**config.mk**
```make
export PLATFORM = sky130hd
export DESIGN_NAME = gpio_in_debounce_flat
export DESIGN_NICKNAME = d
export VERILOG_FILES = /design/src/rtl/gpio_in_debounce_pkg.sv /design/src/rtl/gpio_in_debounce_if.sv /design/src/rtl/debounce_bit.sv /design/src/rtl/gpio_in_debounce.sv /design/src/flat_wrapper.sv
export SDC_FILE = /design/constraint.sdc
export NUM_CORES = 1
export LEC_CHECK = 0
export BUFFER_PORTS_ARGS = -buffer_cell sky130_fd_sc_hd__buf_2
export CAP_MARGIN = 0
export CORE_UTILIZATION = 35
export CTS_CLUSTER_DIAMETER = 80
export DETAILED_ROUTE_END_ITERATION = 10
export GPL_ROUTABILITY_DRIVEN = 1
export SYNTH_ARGS = -nofsm -noshare
export SYNTH_HDL_FRONTEND = slang
export SYNTH_SLANG_ARGS = --single-unit
```
**constraint.sdc**
```tcl
create_clock -name clk -period 2.4 [get_ports clk]
set_input_delay 0.24 -clock clk [delete_from_list [all_inputs] [get_ports clk]]
set_output_delay 0.24 -clock clk [all_outputs]
set_load 0.02 [all_outputs]
```
**src/rtl/gpio_in_debounce_pkg.sv**
```systemverilog
// gpio_in_debounce_pkg: shared per-bit state encoding and default timing for the switch debouncer
package gpio_in_debounce_pkg;
    typedef enum logic {ST_STABLE = 1'b0, ST_PENDING = 1'b1} deb_state_e;
    localparam int DEF_SYNC_STAGES = 2;
    localparam int DEF_STABLE_CYCLES = 500000;
endpackage

```
**src/rtl/gpio_in_debounce_if.sv**
```systemverilog
// gpio_in_debounce_if: switch-bank bus into the debouncer; GPIO_STICKY_EVENT_EN adds evt_clr_i/evt_o
interface gpio_in_debounce_if #(parameter int WIDTH = 8);
    logic [WIDTH-1:0] raw_i;
    logic [WIDTH-1:0] sw_o;
    logic [WIDTH-1:0] rise_o;
    logic [WIDTH-1:0] fall_o;
`ifdef GPIO_STICKY_EVENT_EN
    logic [WIDTH-1:0] evt_clr_i;
    logic [WIDTH-1:0] evt_o;
    modport master (output raw_i, evt_clr_i, input sw_o, rise_o, fall_o, evt_o);
    modport slave (input raw_i, evt_clr_i, output sw_o, rise_o, fall_o, evt_o);
`else
    modport master (output raw_i, input sw_o, rise_o, fall_o);
    modport slave (input raw_i, output sw_o, rise_o, fall_o);
`endif
endinterface

```
**src/rtl/debounce_bit.sv**
```systemverilog
// debounce_bit: synchroniser, stable-time counter and commit pulses for one switch input
module debounce_bit
    import gpio_in_debounce_pkg::*;
#(
    parameter int SYNC_STAGES = DEF_SYNC_STAGES,
    parameter int STABLE_CYCLES = DEF_STABLE_CYCLES
) (
    input  logic clk,
    input  logic reset,
    input  logic raw,
    output logic sw,
    output logic rise,
    output logic fall
);
    localparam int CW = $clog2(STABLE_CYCLES);
    localparam logic [CW-1:0] CNT_LAST = CW'(STABLE_CYCLES - 1);
    logic [SYNC_STAGES-1:0] sync_q;
    logic s;
    deb_state_e state_q, state_d;
    logic [CW-1:0] cnt_q, cnt_d;
    logic sw_d, rise_d, fall_d;
    assign s = sync_q[SYNC_STAGES-1];
    always_ff @(posedge clk or negedge reset) begin
        if (!reset) begin
            sync_q  <= '0;
            state_q <= ST_STABLE;
            cnt_q   <= '0;
            sw      <= 1'b0;
            rise    <= 1'b0;
            fall    <= 1'b0;
        end else begin
            sync_q  <= {sync_q[SYNC_STAGES-2:0], raw};
            state_q <= state_d;
            cnt_q   <= cnt_d;
            sw      <= sw_d;
            rise    <= rise_d;
            fall    <= fall_d;
        end
    end
    // Any sample agreeing with the committed level is a glitch and restarts the stable-time count
    always_comb begin
        state_d = state_q;
        cnt_d   = cnt_q;
        sw_d    = sw;
        rise_d  = 1'b0;
        fall_d  = 1'b0;
        if (s == sw) begin
            state_d = ST_STABLE;
            cnt_d   = '0;
        end else if (state_q == ST_STABLE) begin
            state_d = ST_PENDING;
            cnt_d   = CW'(1);
        end else if (cnt_q == CNT_LAST) begin
            state_d = ST_STABLE;
            cnt_d   = '0;
            sw_d    = s;
            rise_d  = s;
            fall_d  = !s;
        end else begin
            cnt_d = cnt_q + CW'(1);
        end
    end
endmodule

```
**src/rtl/gpio_in_debounce.sv**
```systemverilog
// gpio_in_debounce: debounced switch bank with rise/fall pulses; GPIO_STICKY_EVENT_EN adds sticky change flags
module gpio_in_debounce
    import gpio_in_debounce_pkg::*;
#(
    parameter int WIDTH = 8,
    parameter int SYNC_STAGES = DEF_SYNC_STAGES,
    parameter int STABLE_CYCLES = DEF_STABLE_CYCLES
) (
    input logic clk,
    input logic reset,
    gpio_in_debounce_if.slave gpio
);
    logic [WIDTH-1:0] sw, rise, fall;
    for (genvar g = 0; g < WIDTH; g++) begin : g_bit
        debounce_bit #(
            .SYNC_STAGES(SYNC_STAGES),
            .STABLE_CYCLES(STABLE_CYCLES)
        ) u_bit (
            .clk(clk),
            .reset(reset),
            .raw(gpio.raw_i[g]),
            .sw(sw[g]),
            .rise(rise[g]),
            .fall(fall[g])
        );
    end
    assign gpio.sw_o = sw;
    assign gpio.rise_o = rise;
    assign gpio.fall_o = fall;
`ifdef GPIO_STICKY_EVENT_EN
    logic [WIDTH-1:0] evt_q;
    // Flags latch from the registered pulses; a commit beats a simultaneous clear
    always_ff @(posedge clk or negedge reset) begin
        if (!reset) evt_q <= '0;
        else evt_q <= (evt_q & ~gpio.evt_clr_i) | rise | fall;
    end
    assign gpio.evt_o = evt_q;
`endif
endmodule

```
**src/flat_wrapper.sv**
```systemverilog
// flat-port wrapper written by rule: the top's interface ports become plain ports
module gpio_in_debounce_flat import gpio_in_debounce_pkg::*;
#(
    parameter int WIDTH = 8,
    parameter int SYNC_STAGES = DEF_SYNC_STAGES,
    parameter int STABLE_CYCLES = DEF_STABLE_CYCLES
)
  (clk, reset, gpio_raw_i, gpio_sw_o, gpio_rise_o, gpio_fall_o);
  gpio_in_debounce_if #(.WIDTH(WIDTH)) gpio_i ();
  input logic clk;
  input logic reset;
  input wire logic [$bits(gpio_i.raw_i)-1:0] gpio_raw_i;
  output wire logic [$bits(gpio_i.sw_o)-1:0] gpio_sw_o;
  output wire logic [$bits(gpio_i.rise_o)-1:0] gpio_rise_o;
  output wire logic [$bits(gpio_i.fall_o)-1:0] gpio_fall_o;
  assign gpio_i.raw_i = gpio_raw_i;
  assign gpio_sw_o = gpio_i.sw_o;
  assign gpio_rise_o = gpio_i.rise_o;
  assign gpio_fall_o = gpio_i.fall_o;
  gpio_in_debounce #(.WIDTH(WIDTH), .SYNC_STAGES(SYNC_STAGES), .STABLE_CYCLES(STABLE_CYCLES)) u_core (.clk(clk), .reset(reset), .gpio(gpio_i));
endmodule
```
==> results of run 1 <==
[state kept, by name, summed over array words and instances (netlist names)]
register                    count
u_core.g_bit.u_bit.fall         8
u_core.g_bit.u_bit.rise         8
u_core.g_bit.u_bit.sw           8
u_core.g_bit.u_bit.cnt_q      152
u_core.g_bit.u_bit.sync_q      16
u_core.g_bit.u_bit.state_q      8
[worst max-delay path, cell delays in order, from the launching register on]
cell and delay [ps]:
dfrtp_1 420, ha_1 250, nand4_1 260, nor4_1 400, and3_1 310, mux2_2 350
[cells in the final DEF, fill, tap and decap left out, drive strengths merged, types with 4 or more instances in the layout]
cell type	n
nor3b	15
o21ai	12
nand4	50
buf	42
nand3	53
nand2	64
nor4bb	4
nor4	30
dlygate4sd3	9
a31o	6
or3	12
or4	15
o31ai	10
dfrtp	200
a21oi	27
mux2	8
and4	16
inv	24
clkbuf	22
and2	11
ha	8
or2	7
nor2	132
xor2	50
nor3	25
bufinv	4
xnor2	63
and3	13
[per-stage QoR]
stage	utilization	setup WS, ps
after global routing	0.404	162
after floorplan	-	534
after CTS	0.404	294
after global placement	0.376	373
after detailed placement	0.376	332
final	0.404	299
[power by group]
group	internal, W	switching [W]
sequential	0.00341	0.0000353
clock	0.00183	0.00124
combinational	0.0000655	0.000133
[cell families (layout without fill, tap and decap cells)]
logic type      count (synthesis)  in the layout  synth area share
simple gates                  466            466             0.265
flops                         200            200             0.526
xor+xnor                      113            113             0.104
buf+inv                        68            105            0.0387
compound gates                 67             67            0.0447
mux                             9              9            0.0109
fa+ha+maj                       8              8            0.0105
[metal layers]
| metal | GRT usage | up-vias | share of wire |
|---|---|---|---|
| li1 | - | 3322 | - |
| met1 | 0.185 | 3235 | 0.51 |
| met2 | 0.215 | 90 | 0.46 |
| met3 | 0.0273 | 12 | 0.026 |
| met4 | 0.0431 | 0 | 0.010 |
| met5 | 0 | - | 0 |
[final timing paths]
kind | end | slack [ps] | cells after the start
max in group asynchronous | u_core.g_bit[4].u_bit.cnt_q[5] | 1340 | 3
max | u_core.g_bit[1].u_bit.sw | 300 | 5
min | u_core.g_bit[6].u_bit.sync_q[1] | 330 | 2
min reg2reg | u_core.g_bit[0].u_bit.sync_q[1] | 350 | 0
min in group clk | u_core.g_bit[0].u_bit.sync_q[1] | 350 | 0
max reg2reg | u_core.g_bit[1].u_bit.sw | 300 | 5
[final cells by class]
type	instances	area [um^2]
fill	2517	15700
sequential	200	5000
clock buffer	21	470
tap	335	419
inverter	22	82.6
multi-input combinational	663	4140
timing repair buffer	52	364
clock inverter	10	164
==> qor.txt, run 1 <==
status -> finished, final reports clean
PortBufs -> 33
Initial Utilization -> 0.361
Final Wtd Congestion -> 0.830
P&R area growth vs syn -> 11.9%
Post-CTS Resized -> 0
CORE AREA -> 26400 um^2
critical path startpoint -> u_core.g_bit[1].u_bit.cnt_q[0]
first-pass GRT wire length -> 31400 um
worst path arrival time -> 2420 ps
Post-synth EDFFs -> 0
final setup vio count -> 0
top post-synthesis cells by count -> 200 x dfrtp_1, 132 x nor2_1, 64 x nand2_1
antenna viol nets, final -> 0
layout cells sized above 1 -> 0.104
Leak -> 4.25 nW
drt pass-1 iters -> 5
wire per inst -> 13.5 um
VDD IR-drop max -> 0.293 mV
DRT Wirelength -> 17600 um
Final Hold Viols -> 0
Vias -> 6659
clock buffer depth -> 2
CTS tree -> yes
Peak Freq -> 0.476 GHz
n_diodes -> 0
initial antenna violation count -> 0
Worst Skew -> 11.9 ps
Slew Viols, Final -> 0
Net Count, Synth -> 949
Crit path required time -> 2720 ps
Cells after Synth -> 931
Async SR Flop Fraction -> 1.00
clock latency on the worst-skew pair -> 440 ps
die area -> 27800 um^2
cell count after placement -> 1263
Remaining DRCs -> 0
H-tree Lvls -> 4
worst flop-to-flop path startpoint -> u_core.g_bit[1].u_bit.cnt_q[0]
Critical Path End Type -> register
Overflow after GRT -> 0
CTS Hold Buffers Added -> 9
I/O pin count -> 34
largest net degree at the start of global routing -> 69
vias in the first global route -> 6620
overall power -> 0.00671 W
nets -> 974
Synth Register Bits -> 200
Syn. warnings -> 0
postcts setup bufs -> 0
Reg clk slew, reported paths -> 70 ps
worst-margin pin slew -> 636 ps
Crit Path Max Fanout -> 5
worst rel slew slack -> 0.572
post-synth top area share -> 0.526
synthesized area -> 9510 um^2
Hold Worst Slack -> 326 ps
Hold Crit Class -> in2async
Non-Filler Instances -> 1303
clock sinks -> 200
CTS Buf Count -> 17
Synth area leaders -> dfrtp_1 53%, xnor2_1 5.8%, nor2_1 5.2%
Placement Cell Area -> 9920 um^2
post-layout minimum cycle time -> 2100 ps
syn avg cell area -> 10.2 um^2
critical path class -> reg2reg
Die Ht -> 167 um
Max Cap Viol -> 0
Non-Filler Cell Area, Final -> 10600 um^2
routed vias/inst -> 5.11
fin crit share -> 0.875
post-synth top area cell -> dfrtp_1
DP HPWL -> 11700 um
root buf cell -> clkbuf_16
GRT Util Overall -> 0.136
Post-Route Setup TNS -> 0 ps
CP startpoint kind -> register
RSZ-0062 raised after global routing -> false
Yosys cell types -> 55
Most used DFF post-synth -> dfrtp_1
Rows -> 59
PwrDens -> 631 nW/um^2
Die W -> 167 um
sequential area share after synthesis -> 0.526
most frequent cell after synthesis -> dfrtp_1
Detailed Route Iter0 Violations -> 409
No activity file was read; power rests on OpenSTA's default activity.
==> run 2: changes to the inputs <==
--- a/config.mk
+++ b/config.mk
@@ -5,6 +5,7 @@
 export SDC_FILE = /design/constraint.sdc
 export NUM_CORES = 1
 export LEC_CHECK = 0
+export ABC_AREA = 1
 export BUFFER_PORTS_ARGS = -buffer_cell sky130_fd_sc_hd__buf_2
 export CAP_MARGIN = 0
 export CORE_UTILIZATION = 35
==> qor.txt, run 2 <==
status -> finished, final reports clean (unchanged)
P&R area growth vs syn -> 10.1% (was 11.9%)
Overflow after GRT -> 0 (unchanged)
Leak -> 5.34 nW (was 4.25 nW)
synthesized area -> 10800 um^2 (was 9510 um^2)
top post-synthesis cells by count -> 329 x nor2_1, 328 x nand2_1, 200 x dfrtp_1 (was 200 x dfrtp_1, 132 x nor2_1, 64 x nand2_1)
Cells after Synth -> 1417 (was 931)
first-pass GRT wire length -> 36100 um (was 31400 um)
sequential area share after synthesis -> 0.461 (was 0.526)
antenna viol nets, final -> 0 (unchanged)
Largest regs -> u_core.g_bit.u_bit.cnt_q (152), u_core.g_bit.u_bit.sync_q (16) (unchanged)
Die W -> 178 um (was 167 um)
CTS tree -> yes (unchanged)
Reg clk slew, reported paths -> 80 ps (was 70 ps)
Max Cap Viol -> 0 (unchanged)
VDD IR-drop max -> 0.434 mV (was 0.293 mV)
CP startpoint kind -> register (unchanged)
fill cell count -> 3100 (was 2517)
Syn. warnings -> 0 (unchanged)
Synth area leaders -> dfrtp_1 46%, nor2_1 11%, nand2_1 11% (was dfrtp_1 53%, xnor2_1 5.8%, nor2_1 5.2%)
Net Count, Synth -> 1435 (was 949)
Async SR Flop Fraction -> 1.00 (unchanged)
Final Hold Viols -> 0 (unchanged)
commonest non-fill, non-tap cells in the layout -> 329 x nor2_1, 328 x nand2_1, 200 x dfrtp_1, 176 x inv_1, 78 x nand3_1 (was 200 x dfrtp_1, 132 x nor2_1, 64 x nand2_1, 63 x xnor2_1, 53 x nand3_1)
clock latency on the worst-skew pair -> 440 ps (about the same)
Placement Cell Area -> 11300 um^2 (was 9920 um^2)
Peak Freq -> 0.615 GHz (was 0.476 GHz)
area of the multi-input gates -> 4860 um^2 (was 4140 um^2)
postcts setup bufs -> 0 (unchanged)
max reg flops -> 152 (unchanged)
fin crit share -> 0.678 (was 0.875)
Synth Register Bits -> 200 (unchanged)
root buf cell -> clkbuf_16 (unchanged)
overall power -> 0.00636 W (was 0.00671 W)
initial antenna violation count -> 0 (unchanged)
most frequent cell after synthesis -> nor2_1 (was dfrtp_1)
Slew Viols, Final -> 0 (unchanged)
Hold Crit Class -> in2async (unchanged)
n_diodes -> 0 (unchanged)
Final Wtd Congestion -> 0.875 (was 0.830)
post-synth top area share -> 0.461 (was 0.526)
Die Ht -> 178 um (was 167 um)
DP HPWL -> 15000 um (was 11700 um)
vias in the first global route -> 8026 (was 6620)
Crit Path Max Fanout -> 13 (was 5)
largest net degree at the start of global routing -> 67 (was 69)
die area -> 31700 um^2 (was 27800 um^2)
Initial Utilization -> 0.356 (was 0.361)
commonest non-fill, non-tap cell in the layout -> nor2_1 (was dfrtp_1)
Non-Filler Instances -> 1858 (was 1303)
RSZ-0062 raised after global routing -> false (unchanged)
Detailed Route Iter0 Violations -> 472 (was 409)
flop-to-flop setup slack -> 770 ps (was 300 ps)
post-synth top area cell -> dfrtp_1 (unchanged)
clock buffer depth -> 2 (unchanged)
post-layout minimum cycle time -> 1630 ps (was 2100 ps)
Largest Register -> u_core.g_bit.u_bit.cnt_q (unchanged)
Crit path required time -> 2700 ps (was 2720 ps)
layout cells sized above 1 -> 0.104 (about the same)
worst-margin pin slew -> 523 ps (was 636 ps)
worst path arrival time -> 1930 ps (was 2420 ps)
CTS Buf Count -> 17 (unchanged)
Yosys cell types -> 36 (was 55)
clock sinks -> 200 (unchanged)
Critical Path End Type -> register (unchanged)
worst rel slew slack -> 0.651 (was 0.572)
Worst Skew -> 9.27 ps (was 11.9 ps)
critical path class -> reg2reg (unchanged)
Post-CTS Resized -> 0 (unchanged)
PwrDens -> 532 nW/um^2 (was 631 nW/um^2)
Non-Filler Cell Area, Final -> 11900 um^2 (was 10600 um^2)
cell count after placement -> 1818 (was 1263)
Rows -> 64 (was 59)
Post-Route Setup TNS -> 0 ps (unchanged)
final setup vio count -> 0 (unchanged)
drt pass-1 iters -> 5 (unchanged)
I/O pin count -> 34 (unchanged)
CORE AREA -> 30500 um^2 (was 26400 um^2)
nets -> 1468 (was 974)
Remaining DRCs -> 0 (unchanged)
Post-synth EDFFs -> 0 (unchanged)
Vias -> 8353 (was 6659)
routed vias/inst -> 4.50 (was 5.11)
H-tree Lvls -> 4 (unchanged)
DRT Wirelength -> 20400 um (was 17600 um)
PortBufs -> 33 (unchanged)
wire per inst -> 11.0 um (was 13.5 um)
syn avg cell area -> 7.65 um^2 (was 10.2 um^2)
storage element area -> 5000 um^2 (unchanged)
GRT Util Overall -> 0.138 (was 0.136)
Most used DFF post-synth -> dfrtp_1 (unchanged)
-- run 2: changes by cell type after synthesis, moves of 13 or more --
cell,change
nor4_1,-29
and4_1,-16
xnor2_1,-47
nor2_4,+22
a21oi_1,-22
or4_1,-13
nor3b_1,-15
inv_1,+154
nor2_1,+197
nand3_1,+25
nor2_2,+32
nand2_1,+264
-- run 2: timing repair --
| action | CTS | global route |
|---|---|---|
| setup endpoints to repair | 0 | 0 |
| hold buffers | 9 | 0 |
| endpoints found under the hold margin | 69 | 0 |
-- run 2: cell type report --
type                            instances  share of cell area
Clock buffer                           17              0.0356
Clock inverter                         14             0.00964
Inverter                              185              0.0586
Multi-Input combinational cell        999               0.407
Sequential cell                       200               0.419
Tap cell                              396              0.0415
Timing Repair Buffer                   47              0.0285
-- run 2: per-stage QoR --
step | util | hold slack, ps | setup slack (ps)
finish | 0.392 | 349 | 773
global route | 0.392 | 359 | 580
CTS | 0.392 | 345 | 743
detailed placement | 0.371 | 245 | 745
global placement | 0.371 | 238 | 778
floorplan | - | -55.6 | 968
-- run 2: cells by family (layout without fill, tap and decap cells) --
logic type,count (synthesis),after routing,share of synthesized area
and+or+nand+nor,882,882,0.358
buffers and inverters,218,263,0.0901
DFF,200,200,0.461
xor gates and xnor gates,71,71,0.0573
AOI/OAI and AO/OA,38,38,0.0241
adders and majority gates,8,8,0.00923
-- run 2: path summary, 6_finish.rpt --
kind / start / to / cells after the start
worst max-delay path: u_core.g_bit[1].u_bit.cnt_q[0] / u_core.g_bit[1].u_bit.cnt_q[13] / 6
worst min-delay path: reset / u_core.g_bit[4].u_bit.cnt_q[1] / 2
worst max register to register: u_core.g_bit[1].u_bit.cnt_q[0] / u_core.g_bit[1].u_bit.cnt_q[13] / 6
worst min register to register: u_core.g_bit[5].u_bit.sync_q[0] / u_core.g_bit[5].u_bit.sync_q[1] / 0
max in group asynchronous: reset / u_core.g_bit[6].u_bit.cnt_q[3] / 3
min in group clk: u_core.g_bit[5].u_bit.sync_q[0] / u_core.g_bit[5].u_bit.sync_q[1] / 0
-- run 2: routing by layer --
layer / wire [um] / share of wire / up-vias / GRT usage
li1: - / - / 4398 / -
met5: 0 / 0 / - / 0
met4: 191 / 0.0094 / 0 / 0.0381
met2: 9320 / 0.46 / 94 / 0.225
met3: 572 / 0.028 / 15 / 0.0262
met1: 10300 / 0.51 / 3846 / 0.185
-- run 2: report_power, final --
part	internal [W]	total [W]	switching, W
combinational	0.0000674	0.000229	0.000162
clock	0.00135	0.00270	0.00134
sequential	0.00341	0.00343	0.0000254
-- run 2: worst max-delay path: stages, from the launching register on --
cell,delay (ps)
dfrtp_1,370
ha_1,190
nand2_1,130
nor2_4,150
nand3_2,110
o21bai_2,430
nor2_1,110
==> run 3: changes to the inputs <==
--- a/config.mk
+++ b/config.mk
@@ -5,7 +5,7 @@
 export SDC_FILE = /design/constraint.sdc
 export NUM_CORES = 1
 export LEC_CHECK = 0
-export ABC_AREA = 1
+export ABC_AREA = 0
 export BUFFER_PORTS_ARGS = -buffer_cell sky130_fd_sc_hd__buf_2
 export CAP_MARGIN = 0
 export CORE_UTILIZATION = 35
==> constraint.sdc (replaced) <==
create_clock -name clk -period 1.7 [get_ports clk]
set_input_delay 0.17 -clock clk [delete_from_list [all_inputs] [get_ports clk]]
set_output_delay 0.17 -clock clk [all_outputs]
set_load 0.02 [all_outputs]
==> qor.txt, run 3 (synthesis results as in run 1) <==
PortBufs -> 33 (unchanged)
P&R area growth vs syn -> 29.7% (was 10.1%)
DP HPWL -> 13200 um (was 15000 um)
Hold Worst Slack -> 235 ps (was 349 ps)
CP startpoint kind -> register (unchanged)
n_diodes -> 0 (unchanged)
largest net degree at the start of global routing -> 53 (was 67)
status -> finished, violations left (was finished, final reports clean)
Max Cap Viol -> 0 (unchanged)
layout cells sized above 1 -> 0.306 (was 0.104)
PwrDens -> 773 nW/um^2 (was 532 nW/um^2)
CORE AREA -> 26400 um^2 (was 30500 um^2)
cell count after placement -> 1403 (was 1818)
H-tree Lvls -> 4 (unchanged)
antenna viol nets, final -> 0 (unchanged)
first-pass GRT wire length -> 32700 um (was 36100 um)
Die Ht -> 167 um (was 178 um)
Largest Register -> u_core.g_bit.u_bit.cnt_q (unchanged)
drt pass-1 iters -> 4 (was 5)
Rows -> 59 (was 64)
VDD IR-drop max -> 0.500 mV (was 0.434 mV)
die area -> 27800 um^2 (was 31700 um^2)
GRT Util Overall -> 0.141 (was 0.138)
Detailed Route Iter0 Violations -> 346 (was 472)
Crit Path Max Fanout -> 5 (was 13)
Non-Filler Instances -> 1457 (was 1858)
Reg clk slew, reported paths -> 80 ps (about the same)
failing checks -> negative setup slack
worst-margin pin slew -> 372 ps (was 523 ps)
Worst Skew -> 10.5 ps (was 9.27 ps)
post-layout minimum cycle time -> 1820 ps (was 1630 ps)
I/O pin count -> 34 (unchanged)
Vias -> 7265 (was 8353)
final setup vio count -> 28 (was 0)
nets -> 1127 (was 1468)
vias in the first global route -> 7167 (was 8026)
DRT Wirelength -> 19400 um (was 20400 um)
Remaining DRCs -> 0 (unchanged)
worst path arrival time -> 2130 ps (was 1930 ps)
commonest non-fill, non-tap cells in the layout -> 194 x dfrtp_1, 152 x buf_4, 117 x nor2_1, 63 x xnor2_1, 62 x nand2_1 (was 329 x nor2_1, 328 x nand2_1, 200 x dfrtp_1, 176 x inv_1, 78 x nand3_1)
pre-CTS setup slack -> -113 ps (was 745 ps)
PnR worst setup slack -> -115 ps (was 773 ps)
wire per inst -> 13.3 um (was 11.0 um)
Initial Utilization -> 0.361 (was 0.356)
critical path class -> reg2reg (unchanged)
Peak Freq -> 0.551 GHz (was 0.615 GHz)
Final Wtd Congestion -> 0.815 (was 0.875)
clock sinks -> 200 (unchanged)
initial antenna violation count -> 0 (unchanged)
overall power -> 0.00953 W (was 0.00636 W)
root buf cell -> clkbuf_16 (unchanged)
fin crit share -> 1.07 (was 0.678)
commonest non-fill, non-tap cell in the layout -> dfrtp_1 (was nor2_1)
Slew Viols, Final -> 0 (unchanged)
RSZ-0062 raised after global routing -> true (was false)
Crit path required time -> 2020 ps (was 2700 ps)
Leak -> 5.12 nW (was 5.34 nW)
Hold Crit Class -> in2async (unchanged)
Critical Path End Type -> register (unchanged)
Overflow after GRT -> 0 (unchanged)
Largest regs -> u_core.g_bit.u_bit.cnt_q (152), u_core.g_bit.u_bit.sync_q (16) (unchanged)
worst rel slew slack -> 0.749 (was 0.651)
Final Hold Viols -> 0 (unchanged)
routed vias/inst -> 4.99 (was 4.50)
clock buffer depth -> 2 (unchanged)
Die W -> 167 um (was 178 um)
CTS tree -> yes (unchanged)
CTS Buf Count -> 17 (unchanged)
clock latency on the worst-skew pair -> 430 ps (was 440 ps)
max reg flops -> 152 (unchanged)
final core occ -> 0.468 (was 0.392)
run 3: report_power, final:
part	switching [W]	internal, W
clock	0.00188	0.00241
combinational	0.000233	0.000163
sequential	0.0000416	0.00481
run 3: through the flow:
step           setup TNS [ps]  cell area (um^2)
6_report                 -938             12300
5_1_grt                 -3000             12300
4_1_cts                 -1010             11900
3_5_place_dp             -872             11100
3_3_place_gp             -384             11100
2_1_floorplan            -444              9600
run 3: layout make-up:
| class | count | area, um^2 |
|---|---|---|
| multi-input combinational | 663 | 4610 |
| clock inverter | 14 | 188 |
| clock buffer | 18 | 439 |
| tap | 335 | 419 |
| timing repair buffer | 205 | 1590 |
| fill | 2418 | 14000 |
| inverter | 22 | 82.6 |
| sequential | 200 | 5010 |
run 3: path summary, 6_finish.rpt:
path                                            startpoint                               to  slack [ps]  cells after the start
max                        u_core.g_bit[7].u_bit.cnt_q[10]         u_core.g_bit[7].u_bit.sw        -120                      4
min                                                  reset  u_core.g_bit[7].u_bit.cnt_q[13]         240                      2
max reg2reg                u_core.g_bit[7].u_bit.cnt_q[10]         u_core.g_bit[7].u_bit.sw        -120                      4
min reg2reg                u_core.g_bit[7].u_bit.sync_q[0]  u_core.g_bit[7].u_bit.sync_q[1]         360                      0
max in group asynchronous                            reset   u_core.g_bit[2].u_bit.cnt_q[7]         810                      3
min in group clk           u_core.g_bit[7].u_bit.sync_q[0]  u_core.g_bit[7].u_bit.sync_q[1]         360                      0
run 3: metal layers:
layer,routed length (um),vias up,global-route usage,part of all wire
met1,9510,3583,0.191,0.49
li1,-,3623,-,-
met4,138,0,0.0342,0.0071
met2,9320,50,0.232,0.48
met3,389,9,0.0276,0.020
met5,0,-,0,0
run 3: repair_timing:
action / 4_1_cts / 5_1_grt
pin swaps: 12 / 34
endpoints found under the setup margin: 50 / 84
cloned: 1 / 1
hold endpoints to repair: 46 / 0
hold buffers: 9 / 0
buffers inserted: 1 / 10
gates resized for setup: 21 / 81
run 3: critical path: stages, from the launching register on:
cell	delay, ps
dfrtp_1	390
or4b_4	550
nor4_4	250
nand4_2	180
mux2_4	330
